==> src/rtl/ysyx_24100005_lsu_pkg.sv <==
// Shared types and constants for the ysyx_24100005 load/store unit.
package ysyx_24100005_lsu_pkg;

  typedef enum logic [1:0] {
    IDLE = 2'd0,
    REQ  = 2'd1,
    WAIT = 2'd2,
    RESP = 2'd3
  } lsu_state_t;

  localparam logic [2:0] F3_B  = 3'b000;
  localparam logic [2:0] F3_H  = 3'b001;
  localparam logic [2:0] F3_W  = 3'b010;
  localparam logic [2:0] F3_BU = 3'b100;
  localparam logic [2:0] F3_HU = 3'b101;

  localparam logic [3:0] MASK_B = 4'b0001;
  localparam logic [3:0] MASK_H = 4'b0011;
  localparam logic [3:0] MASK_W = 4'b1111;

endpackage

==> src/rtl/ysyx_24100005_lsu_align.sv <==
// Combinational lane logic: store shift/mask, request legality check, load extract/extend.
module ysyx_24100005_lsu_align
  import ysyx_24100005_lsu_pkg::*;
(
  input  logic        req_is_store,
  input  logic [2:0]  req_funct3,
  input  logic [1:0]  req_offset,
  input  logic [31:0] req_wdata,
  output logic [31:0] st_wdata,
  output logic [3:0]  st_wmask,
  output logic        req_err,
  input  logic [2:0]  ld_funct3,
  input  logic [1:0]  ld_offset,
  input  logic [31:0] ld_raw,
  output logic [31:0] ld_data
);

  logic        legal;
  logic        misaligned;
  logic [31:0] shifted;

  assign st_wdata = req_wdata << {req_offset, 3'b000};

  always_comb begin
    legal      = 1'b0;
    misaligned = 1'b0;
    st_wmask   = 4'b0000;
    unique case (req_funct3)
      F3_B:  legal = 1'b1;
      F3_H:  begin legal = 1'b1; misaligned = req_offset[0];        end
      F3_W:  begin legal = 1'b1; misaligned = (req_offset != 2'b00); end
      F3_BU: legal = !req_is_store;
      F3_HU: begin legal = !req_is_store; misaligned = req_offset[0]; end
      default: legal = 1'b0;
    endcase
    if (req_is_store) begin
      unique case (req_funct3)
        F3_B:    st_wmask = MASK_B << req_offset;
        F3_H:    st_wmask = MASK_H << req_offset;
        F3_W:    st_wmask = MASK_W;
        default: st_wmask = 4'b0000;
      endcase
    end
  end

  assign req_err = !legal || misaligned;

  // Loads read the whole word; the addressed byte/half is moved down to bit 0 before extension.
  assign shifted = ld_raw >> {ld_offset, 3'b000};

  always_comb begin
    ld_data = 32'd0;
    unique case (ld_funct3)
      F3_B:    ld_data = {{24{shifted[7]}}, shifted[7:0]};
      F3_H:    ld_data = {{16{shifted[15]}}, shifted[15:0]};
      F3_W:    ld_data = shifted;
      F3_BU:   ld_data = {24'd0, shifted[7:0]};
      F3_HU:   ld_data = {16'd0, shifted[15:0]};
      default: ld_data = 32'd0;
    endcase
  end

endmodule

==> src/rtl/ysyx_24100005_lsu.sv <==
// Load/store unit: one outstanding request, valid/ready memory port, timeout, one-cycle response.
module ysyx_24100005_lsu
  import ysyx_24100005_lsu_pkg::*;
#(
  parameter int ADDR_WIDTH     = 32,
  parameter int TIMEOUT_CYCLES = 255
) (
  input  logic                  clk,
  input  logic                  rst,
  input  logic                  up_valid,
  output logic                  up_ready,
  input  logic                  up_is_store,
  input  logic [2:0]            up_funct3,
  input  logic [ADDR_WIDTH-1:0] up_addr,
  input  logic [31:0]           up_wdata,
  output logic                  resp_valid,
  output logic [31:0]           resp_rdata,
  output logic                  resp_err,
  output logic                  mem_req_valid,
  input  logic                  mem_req_ready,
  output logic                  mem_we,
  output logic [ADDR_WIDTH-1:0] mem_addr,
  output logic [31:0]           mem_wdata,
  output logic [3:0]            mem_wmask,
  input  logic                  mem_rvalid,
  input  logic [31:0]           mem_rdata
);

  lsu_state_t  state, state_next;
  logic [2:0]  cap_funct3;
  logic [1:0]  cap_offset;
  logic [15:0] tcount;
  logic        timeout_hit;
  logic [31:0] st_wdata;
  logic [3:0]  st_wmask;
  logic        req_err;
  logic [31:0] ld_data;

  ysyx_24100005_lsu_align u_align (
    .req_is_store (up_is_store),
    .req_funct3   (up_funct3),
    .req_offset   (up_addr[1:0]),
    .req_wdata    (up_wdata),
    .st_wdata     (st_wdata),
    .st_wmask     (st_wmask),
    .req_err      (req_err),
    .ld_funct3    (cap_funct3),
    .ld_offset    (cap_offset),
    .ld_raw       (mem_rdata),
    .ld_data      (ld_data)
  );

  // True on the edge that would complete the TIMEOUT_CYCLES-th cycle spent in REQ+WAIT.
  assign timeout_hit   = ({1'b0, tcount} + 17'd1) >= 17'(TIMEOUT_CYCLES);
  assign up_ready      = (state == IDLE);
  assign mem_req_valid = (state == REQ);
  assign resp_valid    = (state == RESP);

  always_ff @(posedge clk or posedge rst) begin
    if (rst) state <= IDLE;
    else     state <= state_next;
  end

  always_comb begin
    state_next = state;
    unique case (state)
      IDLE: if (up_valid) state_next = req_err ? RESP : REQ;
      REQ: begin
        if (timeout_hit)        state_next = RESP;
        else if (mem_req_ready) state_next = WAIT;
      end
      WAIT: if (mem_rvalid || timeout_hit) state_next = RESP;
      RESP: state_next = IDLE;
      default: state_next = IDLE;
    endcase
  end

  // Response registers only change on entry to RESP so they hold between pulses.
  always_ff @(posedge clk or posedge rst) begin
    if (rst) begin
      cap_funct3 <= 3'd0;
      cap_offset <= 2'd0;
      tcount     <= 16'd0;
      resp_rdata <= 32'd0;
      resp_err   <= 1'b0;
      mem_we     <= 1'b0;
      mem_addr   <= '0;
      mem_wdata  <= 32'd0;
      mem_wmask  <= 4'd0;
    end else begin
      unique case (state)
        IDLE: if (up_valid) begin
          cap_funct3 <= up_funct3;
          cap_offset <= up_addr[1:0];
          tcount     <= 16'd0;
          if (req_err) begin
            resp_rdata <= 32'd0;
            resp_err   <= 1'b1;
          end else begin
            mem_we    <= up_is_store;
            mem_addr  <= {up_addr[ADDR_WIDTH-1:2], 2'b00};
            mem_wdata <= st_wdata;
            mem_wmask <= st_wmask;
          end
        end
        REQ: begin
          tcount <= tcount + 16'd1;
          if (timeout_hit) begin
            resp_rdata <= 32'd0;
            resp_err   <= 1'b1;
          end
        end
        WAIT: begin
          tcount <= tcount + 16'd1;
          if (mem_rvalid) begin
            resp_rdata <= mem_we ? 32'd0 : ld_data;
            resp_err   <= 1'b0;
          end else if (timeout_hit) begin
            resp_rdata <= 32'd0;
            resp_err   <= 1'b1;
          end
        end
        default: ;
      endcase
    end
  end

endmodule

==> config.mk <==
export PLATFORM = sky130hd
export DESIGN_NAME = ysyx_24100005_lsu
export DESIGN_NICKNAME = d
export VERILOG_FILES = /design/src/rtl/ysyx_24100005_lsu_pkg.sv /design/src/rtl/ysyx_24100005_lsu_align.sv /design/src/rtl/ysyx_24100005_lsu.sv
export SDC_FILE = /design/constraint.sdc
export NUM_CORES = 1
export LEC_CHECK = 0
export CAP_MARGIN = 20
export CORE_UTILIZATION = 48
export CTS_CLUSTER_DIAMETER = 40
export DETAILED_ROUTE_END_ITERATION = 6
export GPL_ROUTABILITY_DRIVEN = 0
export PLACE_DENSITY = 0.81
export SYNTH_ARGS = -nofsm -noshare
export SYNTH_HDL_FRONTEND = slang
export SYNTH_SLANG_ARGS = --single-unit
==> constraint.sdc <==
create_clock -name clk -period 4.2 [get_ports clk]
set_input_delay 0.63 -clock clk [delete_from_list [all_inputs] [get_ports clk]]
set_output_delay 0.63 -clock clk [all_outputs]
set_load 0.1 [all_outputs]
; Yosys cells after proc, flatten, opt, wreduce, memory -nomap -nowiden
; Index checks and enable logic that the tools add are counted.
[word_totals]
regBits = 123
in_bits = 105
wordCells = 76
[classes]
n_addsub = 2
order_cmp = 1
eq_ne = 15
n_shift = 4
muxes = 24
bitwise_logic = 1
n_reduce_logical = 19
[ops]
columns = op, n
row1 = $mux W32, 5
row2 = $pmux W32 S5, 1
row3 = $pmux W32 S3, 1
row4 = $pmux W16 S2, 1
row5 = $shl A32 B5 Y32, 1
row6 = $shr A32 B5 Y32, 1
row7 = $add A16 B1 Y17 const B, 1
row8 = $ge A17 B8 Y1 const B, 1
row9 = $add A16 B1 Y16 const B, 1
row10 = $mux W16, 1
row11 = $eq A3 B3 Y1 const B, 4
row12 = $pmux W4 S3, 1
row13 = $mux W2, 5
row14 = $reduce_and A3 Y1, 3
row15 = $pmux W2 S4, 1
row16 = $eq A3 B1 Y1 const B, 2
row17 = $eq A3 B2 Y1 const B, 2
row18 = $logic_not A3 Y1, 2
row19 = $reduce_or A2 Y1, 3
row20 = $eq A2 B2 Y1 const B, 2
row21 = $mux W1, 4
row22 = $mux W4, 1
row23 = $ne A2 B2 Y1 const B, 2
row24 = $pmux W1 S2, 2
row25 = other kinds (14), 18

; Depth between registers and ports, before layout
[logic_depth]
ltp_word = 8
mapped_depth = 11
depth_no_buf = 8

; Hierarchy
; A second synthesis with hierarchy kept.
[hier_totals]
cells_unflattened = 758
hier_area_um2 = 7748.7
[by_module_without_submodules]
columns = module, instances, cells_per_inst, area_each_um2
row1 = ysyx_24100005_lsu, 1, 548, 6333.6
row2 = ysyx_24100005_lsu_align, 1, 210, 1415.1

; Worst setup path before layout
; No wires, ideal clock.
[synth_timing]
path_kind = register -> register
start = register state[0]
end = register resp_rdata[16]
arrival_time_ns = 2.669
t_required_ns = 4.074
slack_ns = 1.405
stages_incl_launch_ff = 10
synth_period_minus_slack_ns = 2.795
path_cell_list = dfrtp_1 -> inv_1 -> ha_1 -> clkbuf_1 -> o32a_1 -> clkbuf_1 -> nor2_1 -> clkbuf_1 -> a22oi_1 -> nand2_1
[synth_via]
elab_chain_cells = 3
elab_cells_between_ends = 8
cone_classes = eq/ne: 4 / mux: 1 / reduce/logical: 3
[synth_lines]
columns = element, line_no
row1 = start: declaration, ysyx_24100005_lsu.sv:29  ; lsu_state_t state, state_next;
row2 = start signal: assignment, ysyx_24100005_lsu.sv:61  ; else state <= state_next;
row3 = $logic_not A2 Y1 (*), -
row4 = via up_ready, ysyx_24100005_lsu.sv:11  ; output logic up_ready,
row5 = $ne A2 B1 Y1 (no line) (tied with other cells), -
row6 = $reduce_and A3 Y1 (no line), -
row7 = end signal: assignment, ysyx_24100005_lsu.sv:116  ; resp_rdata <= mem_we ? 32'd0 : ld_data;
row8 = end: declaration, ysyx_24100005_lsu.sv:17  ; output logic [31:0] resp_rdata,
; The timed path passes the listed nets; every way through them passes the cells marked *.
; A chain may end at the register's enable or synchronous reset.

; Worst setup path in the final report
[layout_timing]
start = register tcount[0]
end = register resp_rdata[15]
[layout_via]
elab_chain_cells = 5
[layout_lines]
columns = element, line_no
row1 = start: declaration, ysyx_24100005_lsu.sv:32  ; logic [15:0] tcount;
row2 = start signal: assignment, ysyx_24100005_lsu.sv:107  ; tcount <= tcount + 16'd1;
row3 = start signal: assignment, ysyx_24100005_lsu.sv:114  ; tcount <= tcount + 16'd1;
row4 = $add A16 B1 Y17 (*), ysyx_24100005_lsu.sv:54  ; assign timeout_hit = ({1'b0, tcount} + 17'd1) >= 17'(TIMEOUT_CYCLES);
row5 = $ge A17 B8 Y1 (*), ysyx_24100005_lsu.sv:54
row6 = $mux W32 (*), -
row7 = $mux W32, -
row8 = $pmux W32 S3 (*), -
; Mark *: on every way between the ends. The rest lies on a longest branch, timed or not.

==> summary by stage <==
Drt
The detailed-route via count is ~6400. In this run, the number of DRC markers left after iteration 0 of detailed routing was 359. The vias per cell is about 5.7. After detailed routing, the number of remaining DRC violations is 0.

The length of the first detailed-routing pass in iterations is 5. The total wire length after detailed routing is approximately 20000 um. Dividing the detail-routed wire length by the instance count gives between 15 and 20 um. The number of antenna-violating nets in the routed design is 0.

Finish
The final cell count without fillers is 1116. The top cell types in the final layout, fill and taps aside, are sky130_fd_sc_hd__clkdlybuf4s50_1 (206), sky130_fd_sc_hd__dfrtp_1 (123), sky130_fd_sc_hd__nand2_1 (119), sky130_fd_sc_hd__o21ai_0 (54), sky130_fd_sc_hd__mux2_2 (49). After routing the design area is just under 0.01 mm^2. The area taken by flip-flops and latches is 0.00308 mm^2. The layout-stage area growth over the synthesis result is 39.1%. The most common cell after layout, fill and taps aside is sky130_fd_sc_hd__clkdlybuf4s50_1. The fraction of final layout cells with drive strength greater than 1 is about an eighth. The layout has around 1100 filler cells.

The number of diodes added for antenna fixing is 0. At the end of the flow, the number of nets in the layout was ~1000. Summing all multi-input logic gate instances after layout gives approximately 0.0036 mm^2.

Synthesis
The most used flip-flop cell after synthesis is sky130_fd_sc_hd__dfrtp_1. The post-synthesis area per instance is around 9.4 um^2. The cell accounting for the most synthesized area is sky130_fd_sc_hd__dfrtp_1. After synthesis the cells add up to between 0.006 and 0.007 mm^2. For this run, the register share of the synthesized area comes to 44.0%. Synthesis produced 742 cells. The number of warnings reported in the yosys synthesis log is 0. The fraction of registers with async set or reset after synthesis is 100%. The number of enable-type register cells in the synthesized netlist is 0.

The number of flip-flops and latches in the synthesized netlist is approximately 120. Summed over its instances, the top area cell type makes up around 44% of the synthesized netlist area. Yosys mapped the design onto 65 distinct sky130hd cell types. By area the synthesized netlist is led by sky130_fd_sc_hd__dfrtp_1 (44%), sky130_fd_sc_hd__mux2_2 (7.9%), sky130_fd_sc_hd__nand2_1 (6.4%).

CTS
The clock root buffer is sky130_fd_sc_hd__clkbuf_16. The deepest clock path buffer count is 2. The number of clock buffers added by TritonCTS is 17. Buffers inserted to repair hold after CTS numbered 0.

The CTS tree is built. The H-tree depth is 4. The clock net in this run drives a total of about 120 sinks. Post-CTS timing repair inserted 0 buffers for setup. Clock-pin slew was measured on the worst setup and hold paths at 0.06 ns.

Clock latency on the worst-skew pair, taken at its later pin, is 0.43 ns. The count of instances resized after the clock tree is built is 0.

STA
For this run, the top clock speed supported by timing is 0.304 GHz. In the finished design, the share of the clock period the worst path needs comes to about four fifths. Setup repair after global routing left no endpoint under its margin. In the post-route analysis, the smallest setup slack over all paths is 0.905 ns. The actual transition at the worst max-transition pin is roughly 1.1 ns.

The clock period could shrink to between 3 and 4 ns. The hold violation count in the final report is 0. The count of final max-slew check failures came to 0. The worst-case headroom to the max-slew limit is between 20% and 30%. The worst hold margin is between 0.4 and 0.5 ns.

Setup violations remaining at the end of the flow were counted as 0. The clock arrives with 0.00837 ns of skew. The setup TNS is 0 ns.

Floorplan
The die extent in x is about 120 um. After floorplanning, the core was sized to cover roughly 0.014 mm^2. 210 I/O pins were placed. The row count is 43.

The effective utilization at floorplan is roughly half. The area of the die is 0.0151 mm^2. The floorplan die height is around 120 um.

Critical path
In this run the worst path has a maximum fanout of 12. Data on the critical path is required at its endpoint by 4.46 ns. The worst setup path is launched from a register. For the worst setup path, the data arrival time is 3.55 ns. The kind of end point of the critical path is a register.

The critical setup path kind is register to register.

Global routing
The sum of overflow across all layers after global routing is 0. The first global-routing pass estimated ~31000 um of wire. The number of global-route vias before repair is ~6100. The global-route usage over all layers is 27.4%. Entering global routing, the biggest net connects 83 pins. The number of antenna violations at the first check in global routing is 0.

Power and ir drop
The power per cell area is between 800 and 900 mW/mm^2. The leakage power figure is around 4.1 nW. The worst-case vdd ir drop is ~0.00085 V.

Hold path
In this run the worst hold path is classified as register to register.

Status
The flow ran to the end, and the final reports show no timing, DRC or antenna violations.

Placed design
The placement-stage worst setup slack is 0.840 ns. Once placement completed, the tool counted placed cells totaling approximately 1100. In this run the cell area measured after placement is slightly above 0.009 mm^2. The count of buffers added on input and output ports is just over 200. The sum of net half-perimeters after detailed placement is ~14000 um.

Flow run
The number of max-cap violations is 0.
[cell type report]
type                       instances  share of cell area [%]
sequential                       123                    31.6
tap                              180                    2.32
timing repair buffer             219                    22.4
clock inverter                    15                    1.31
inverter                          23                   0.913
multi-input combinational        539                    37.0
clock buffer                      17                    4.37
[per-layer routing]
layer  GRT usage [%]  part of all wire (%)
met1            34.0                    41
met2            42.4                    46
met3            11.8                    10
met4            9.60                   2.1
met5               0                     0
[power by group]
group          internal [mW]  switching, mW  leakage, nW
sequential              1.57          0.320         1.61
clock                  0.773          0.605        0.268
combinational           1.34           3.85         2.25
[metrics by stage]
stage	total power, mW	util, %
after floorplan	5.83	-
after global placement	7.01	65.3
after detailed placement	7.07	65.3
after CTS	8.47	69.3
after global routing	8.81	69.3
final	8.46	69.3
[synth_stat cells (all sizes together) (8+ instances only)]
library cell / instances
buf: 16
a22oi: 16
o2111ai: 16
o31ai: 15
nor2: 47
o221ai: 11
clkbuf: 42
o2bb2ai: 8
dfrtp: 123
nand4: 8
mux2i: 34
o21ai: 55
a21oi: 46
mux2: 49
inv: 23
a211oi: 17
nor2b: 19
nand2: 119
[critical path, stage by stage (launching register included)]
cell and delay (ns):
sky130_fd_sc_hd__dfrtp_1 0.49, sky130_fd_sc_hd__ha_1 0.29, sky130_fd_sc_hd__nand3_1 0.17, sky130_fd_sc_hd__nor3_1 0.52, sky130_fd_sc_hd__nor3b_1 0.57, sky130_fd_sc_hd__nor4_4 0.10
sky130_fd_sc_hd__a41oi_2 0.75, sky130_fd_sc_hd__o221ai_1 0.23
[cell families (layout without fill, tap and decap cells)]
| kind of cell | count (synthesis) | count (layout) | synth area share (%) |
|---|---|---|---|
| xor+xnor | 4 | 4 | 0.501 |
| compound gates | 215 | 215 | 21.7 |
| fa+ha+maj | 6 | 6 | 1.07 |
| mux | 84 | 84 | 13.1 |
| flops | 123 | 123 | 44.0 |
| other cells | 1 | 2 | 0.0536 |
| simple gates | 228 | 228 | 14.9 |
| buf+inv | 81 | 274 | 4.71 |
[sequential cells by signal, indices dropped and copies added, names as in the netlist]
register,count
mem_wdata,32
resp_rdata,32
mem_addr,30
tcount,16
mem_wmask,4
cap_funct3,3
cap_offset,2
state,2
mem_we,1
resp_err,1
[worst paths after layout]
path / slack, ns / from / cells past startpoint / endpoint
max in group asynchronous: 2.67 / rst / 3 / cap_offset[0]$_DFFE_PP0P_
setup reg to reg: 0.91 / tcount[0]$_DFFE_PP0P_ / 7 / resp_rdata[15]$_DFFE_PP0P_
hold reg to reg: 0.48 / mem_wdata[8]$_DFFE_PP0P_ / 2 / mem_wdata[8]$_DFFE_PP0P_
setup / recovery: 0.91 / tcount[0]$_DFFE_PP0P_ / 7 / resp_rdata[15]$_DFFE_PP0P_
hold / removal: 0.48 / mem_wdata[8]$_DFFE_PP0P_ / 2 / mem_wdata[8]$_DFFE_PP0P_
min in group asynchronous: 0.69 / rst / 2 / mem_addr[18]$_DFFE_PP0P_
(Power assumes the default switching activity.)
